==> config.mk <==
export PLATFORM = sky130hd
export DESIGN_NAME = sample_frame_buffer
export DESIGN_NICKNAME = d
export VERILOG_FILES = /design/src/rtl/fft_pkg.sv /design/src/rtl/sfb_bank.sv /design/src/rtl/sample_frame_buffer.sv
export SDC_FILE = /design/constraint.sdc
export NUM_CORES = 1
export LEC_CHECK = 0
export CAP_MARGIN = 20
export CORE_MARGIN = 5
export CORE_UTILIZATION = 61
export DETAILED_ROUTE_END_ITERATION = 8
export HOLD_SLACK_MARGIN = 0.02
export PLACE_DENSITY = 0.79
export SLEW_MARGIN = 25
export SYNTH_ARGS = -nofsm -noshare
export SYNTH_HDL_FRONTEND = slang
export SYNTH_SLANG_ARGS = --single-unit
==> constraint.sdc <==
create_clock -name clk -period 3 [get_ports clk]
set_input_delay 0.3 -clock clk [delete_from_list [all_inputs] [get_ports clk]]
set_output_delay 0.3 -clock clk [all_outputs]
set_load 0.01 [all_outputs]
==> src/rtl/fft_pkg.sv <==
// Shared constants and helpers for the FFT front-end blocks.
// Bank selector enum and a saturating increment for event counters.
package fft_pkg;
  localparam int FFT_N      = 16;
  localparam int SAMPLE_W   = 16;
  localparam int DROP_CNT_W = 8;

  typedef enum logic {
    BANK0 = 1'b0,
    BANK1 = 1'b1
  } bank_e;

  function automatic bank_e other_bank(input bank_e b);
    return (b == BANK0) ? BANK1 : BANK0;
  endfunction

  function automatic logic [DROP_CNT_W-1:0] sat_inc(input logic [DROP_CNT_W-1:0] v);
    return (v == '1) ? v : v + 1'b1;
  endfunction
endpackage

==> src/rtl/sfb_bank.sv <==
// One frame bank: N x DATA_W flop array, single write port, combinational read mux.
// Contents are intentionally not reset; the full flags gate every read.
module sfb_bank #(
  parameter int DATA_W = 16,
  parameter int N      = 16,
  parameter int ADDR_W = $clog2(N)
) (
  input  logic              clk,
  input  logic              we,
  input  logic [ADDR_W-1:0] waddr,
  input  logic [DATA_W-1:0] wdata,
  input  logic [ADDR_W-1:0] raddr,
  output logic [DATA_W-1:0] rdata
);
  logic [DATA_W-1:0] mem [N];

  always_ff @(posedge clk) begin
    if (we) mem[waddr] <= wdata;
  end

  assign rdata = mem[raddr];
endmodule

==> src/rtl/sample_frame_buffer.sv <==
// Ping-pong frame assembler: captures strobed samples into N-sample frames and
// streams completed frames out over valid/ready, dropping samples when both banks are full.
module sample_frame_buffer
  import fft_pkg::*;
#(
  parameter int    DATA_W = SAMPLE_W,
  parameter int    N      = FFT_N,
  localparam int   ADDR_W = $clog2(N)
) (
  input  logic                  clk,
  input  logic                  rst,
  input  logic                  sample_strobe,
  input  logic [DATA_W-1:0]     sample_in,
  output logic [DATA_W-1:0]     m_data,
  output logic [ADDR_W-1:0]     m_index,
  output logic                  m_last,
  output logic                  m_valid,
  input  logic                  m_ready,
  output logic                  overflow,
  input  logic                  clear_ovf,
  output logic [DROP_CNT_W-1:0] drop_cnt
);
  localparam logic [ADDR_W-1:0] LAST_IDX = ADDR_W'(N - 1);

  bank_e             wr_bank, rd_bank;
  logic [ADDR_W-1:0] wr_ptr, rd_ptr;
  logic [1:0]        full;
  logic [DATA_W-1:0] rdata0, rdata1;
  logic              wr_en, drop, xfer, wr_done, rd_done;

  // Read and write always hit different banks, so both full[] updates can share an edge.
  assign wr_en   = sample_strobe & ~full[wr_bank];
  assign drop    = sample_strobe &  full[wr_bank];
  assign xfer    = full[rd_bank] & m_ready;
  assign wr_done = wr_en & (wr_ptr == LAST_IDX);
  assign rd_done = xfer & (rd_ptr == LAST_IDX);

  sfb_bank #(.DATA_W(DATA_W), .N(N), .ADDR_W(ADDR_W)) u_bank0 (
    .clk   (clk),
    .we    (wr_en & (wr_bank == BANK0)),
    .waddr (wr_ptr),
    .wdata (sample_in),
    .raddr (rd_ptr),
    .rdata (rdata0)
  );

  sfb_bank #(.DATA_W(DATA_W), .N(N), .ADDR_W(ADDR_W)) u_bank1 (
    .clk   (clk),
    .we    (wr_en & (wr_bank == BANK1)),
    .waddr (wr_ptr),
    .wdata (sample_in),
    .raddr (rd_ptr),
    .rdata (rdata1)
  );

  always_ff @(posedge clk or posedge rst) begin
    if (rst) begin
      wr_bank  <= BANK0;
      rd_bank  <= BANK0;
      wr_ptr   <= '0;
      rd_ptr   <= '0;
      full     <= '0;
      overflow <= 1'b0;
      drop_cnt <= '0;
    end else begin
      if (wr_en) begin
        wr_ptr <= wr_done ? '0 : wr_ptr + 1'b1;
        if (wr_done) begin
          full[wr_bank] <= 1'b1;
          wr_bank       <= other_bank(wr_bank);
        end
      end
      if (xfer) begin
        rd_ptr <= rd_done ? '0 : rd_ptr + 1'b1;
        if (rd_done) begin
          full[rd_bank] <= 1'b0;
          rd_bank       <= other_bank(rd_bank);
        end
      end
      // A drop coinciding with clear_ovf restarts the count at one.
      if (clear_ovf) begin
        overflow <= drop;
        drop_cnt <= drop ? DROP_CNT_W'(1) : '0;
      end else if (drop) begin
        overflow <= 1'b1;
        drop_cnt <= sat_inc(drop_cnt);
      end
    end
  end

  always_comb begin
    m_valid = full[rd_bank];
    m_index = rd_ptr;
    m_last  = m_valid & (rd_ptr == LAST_IDX);
    m_data  = '0;
    if (m_valid) m_data = (rd_bank == BANK1) ? rdata1 : rdata0;
  end
endmodule

==> summary.txt <==
Die
  • Core area: roughly 34000 sq um
  • Die area: 38420 sq um
  • # rows: 68
  • Die Width: 196.0 um
  • # IOs: 52
  • Die height: 196.0 um
  • Initial core utilization: roughly 60%

Timing
  • Slew @ Worst Pin: between 900 and 1000 ps
  • Relative slew slack: between 30% and 40%
  • Hold WS: ~230 ps
  • Final hold viol count: 0
  • Min setup slack post-route: -19.77 ps
  • Fmax achieved: roughly 330 MHz
  • RSZ-0062 raised after global routing: true
  • # setup viols final: 6
  • Clk_skew: between 20 and 25 ps
  • Tcrit/Tclk final: 100.7%
  • Final Critical Period: slightly above 3000 ps
  • Slew Limit Fails: 0

Synth
  • Netlist cell types: 46
  • Top post-synthesis cells by area: edfxtp_1 (73%), mux4_2 (8.0%), mux2i_1 (5.4%)
  • Number of synthesized register bits: 533
  • Post-synth EDFFs: around 510
  • Ys flop type: edfxtp_1
  • Post-synth top area share: between 70 and 80%
  • Post-Syn Area: between 20000 and 25000 sq um
  • Yosys warns: 0
  • Synth Net Count: between 1000 and 1500
  • Gate Count Post-Synth: between 1000 and 1500
  • Post-synth top area cell: edfxtp_1
  • Async SR Flop Fraction: around 3.9%
  • Sequential area share after synthesis: roughly 75%
  • Mean area per synthesized cell: roughly 20 sq um

Global routing
  • First-pass GRT wire length: about 76 mm
  • Total grt overflow: 0
  • Largest net degree at the start of global routing: 44
  • GR Util All Layers: ~27%
  • Vias in the first global route: roughly 11000
  • Initial antenna violation count: 0

Flow run
  • Max-cap viol count: 0

Route
  • Vias/cell: 6.763
  • Antenna Nets Post-Route: 0
  • Vias after detailed routing: about 12000
  • Final wirelength: 52.82 mm
  • DR WL/cell: between 30 and 40 um
  • Pre-antenna DRT Iters: 6
  • DR DRC count: 0
  • Iteration-0 DRC count of the detailed router: approximately 1600

Cells and area
  • Finished Layout Cells: ~1700
  • Area grow syn2layout: 18.38%
  • Ratio of cells with drive above 1 in the final layout: between 20 and 30%
  • Nets@finish: roughly 1200
  • Antenna cell count: 0

Placed design
  • Placed cell count: between 1500 and 2000
  • DP Worst Slack: ~58 ps
  • Dpl hpwl: just under 30 mm
  • PortBufs: 51
  • Final Wtd Congestion: slightly below 0.9

Setup path
  • Reg2Reg Depth: 4
  • CP startpoint kind: register
  • Data arrival, critical path: 2720 ps
  • CP required: roughly 2700 ps
  • CP max FO: 11
  • Critical Path End Type: output port
  • Crit Path Category: reg2out

Clock network
  • Worst skew pair latency: 580 ps
  • CTS H-Tree Depth: 2
  • Clock slew at reported path FFs: 60 ps
  • Clk buf depth: 3
  • Inserted Clock Buffers: a little over 50
  • CTS root buf: clkbuf_16
  • CTS tree: yes
  • CTS Sinks: between 500 and 600
  • Post-CTS Hold Buffers: 0

Status
  • Status: finished, violations left
  • Failing checks: setup timing

Pwr
  • Worst VDD drop: 0.5795 mV
  • Total leakage power: ~8.4 nW
  • Pwr/cell area: about 950 nW/um^2

Hold path
  • HP Class: in2async
[state kept, by name, summed over array words and instances (netlist names)]
name         cells
wr_bank          1
rd_bank          1
full             2
u_bank1.mem    256
wr_ptr           4
u_bank0.mem    256
m_index          4
drop_cnt         8
overflow         1
[worst max-delay path, cell delays in order (launching register included)]
cell and delay [ps]:
dfrtp_4 590, buf_4 230, mux2i_1 140, a221oi_1 340, o21ai_1 130, buf_4 170
a221oi_4 350, buf_2 200
[power by group]
part | internal, W | switching, W
registers | 0.00857 | 0.000292
clock network | 0.00375 | 0.00269
logic | 0.00375 | 0.00456
total | 0.0161 | 0.00755
[placed cells by master, fill, tap and decap left out, types with 5 or more instances in the layout]
master           count
o21ai_0             17
nand3_1             10
a221oi_1            13
a221oi_2            14
buf_12              10
a211oi_4             7
a21oi_1             19
o221ai_1            13
and2_1              16
buf_4               93
o21ai_1              9
o22ai_1             13
nor2_1              18
ha_1                 6
a21oi_2              5
or2_4                6
clkbuf_16           55
or2_1               10
dfrtp_1             18
mux4_2              78
mux2i_2              6
inv_1                7
clkinv_2            13
a221oi_4             5
a211oi_2             6
buf_16               9
buf_2               13
bufinv_16            6
mux2i_1            106
clkinv_1             9
edfxtp_1           512
clkdlybuf4s50_1     35
clkbuf_1             8
nand2_1             19
[layer usage]
layer	wire (um)	global-route usage, %	vias up
li1	-	-	4674
met1	18690	36.06	5906
met2	26560	44.72	852
met3	5339	5.341	147
met4	2241	9.465	0
met5	0	0	-
[cell type report]
class	instances	area, sq um
sequential	533	15910
tap	455	569.3
timing repair buffer	171	1732
multi-input combinational	450	5055
clock buffer	62	1359
inverter	8	30.03
clock inverter	33	329.1
fill	1882	9388
[what timing repair did]
action	in CTS	in global routing
setup buffers	16	4
endpoints found under the hold margin	0	0
setup endpoints to repair	16	17
pin swaps	21	24
cloned	6	3
resized for setup	125	33
[cell usage after synthesis, types with 7 or more instances]
master,number
or2_1,16
o22ai_1,16
inv_1,7
nand3_1,11
buf_2,15
nand2_1,19
a221oi_2,9
mux2i_1,114
a221oi_1,23
and2_1,16
clkbuf_1,18
mux4_2,75
buf_6,10
o221ai_1,16
a21oi_1,24
dfrtp_1,21
edfxtp_1,512
a211oi_2,9
a211oi_1,7
o21ai_0,24
nor2_1,20
[through the flow]
| step | area, sq um | TNS, ps | total power (W) | util [%] |
|---|---|---|---|---|
| floorplan | 21110 | 0 | 0.01333 | - |
| CTS | 24800 | -51.99 | 0.02309 | 72.15 |
| detailed placement | 22580 | 0 | 0.01579 | 65.70 |
| global placement | 22580 | 0 | 0.01564 | 65.69 |
| global route | 24990 | -853.9 | 0.02433 | 72.69 |
| finish | 24990 | -81.98 | 0.02362 | 72.69 |
[logic make-up after synthesis]
group / Yosys count / synth area share [%]
multiplexers: 196 / 14.14
buffers and inverters: 69 / 2.401
AND/OR/NAND/NOR: 103 / 2.537
adder cells (fa/ha/maj): 6 / 0.3557
AO/OA/AOI/OAI: 142 / 5.104
XOR/XNOR: 3 / 0.1245
flip-flops: 533 / 75.34
[final timing paths]
check	start	to	slack, ps
worst max-delay path	m_index[2]$_DFFE_PP0P_	m_data[6]	-20
worst min-delay path	rst	drop_cnt[6]$_DFFE_PP0P_	230
worst max register to register	full[0]$_DFF_PP0_	u_bank0.mem[1][8]$_DFFE_PP_	810
worst min register to register	overflow$_DFFE_PP0P_	overflow$_DFFE_PP0P_	540
max in group asynchronous	rst	m_index[1]$_DFFE_PP0P_	2090
min in group clk	clear_ovf	drop_cnt[5]$_DFFE_PP0P_	500
Power figures use the tool's default switching activity.
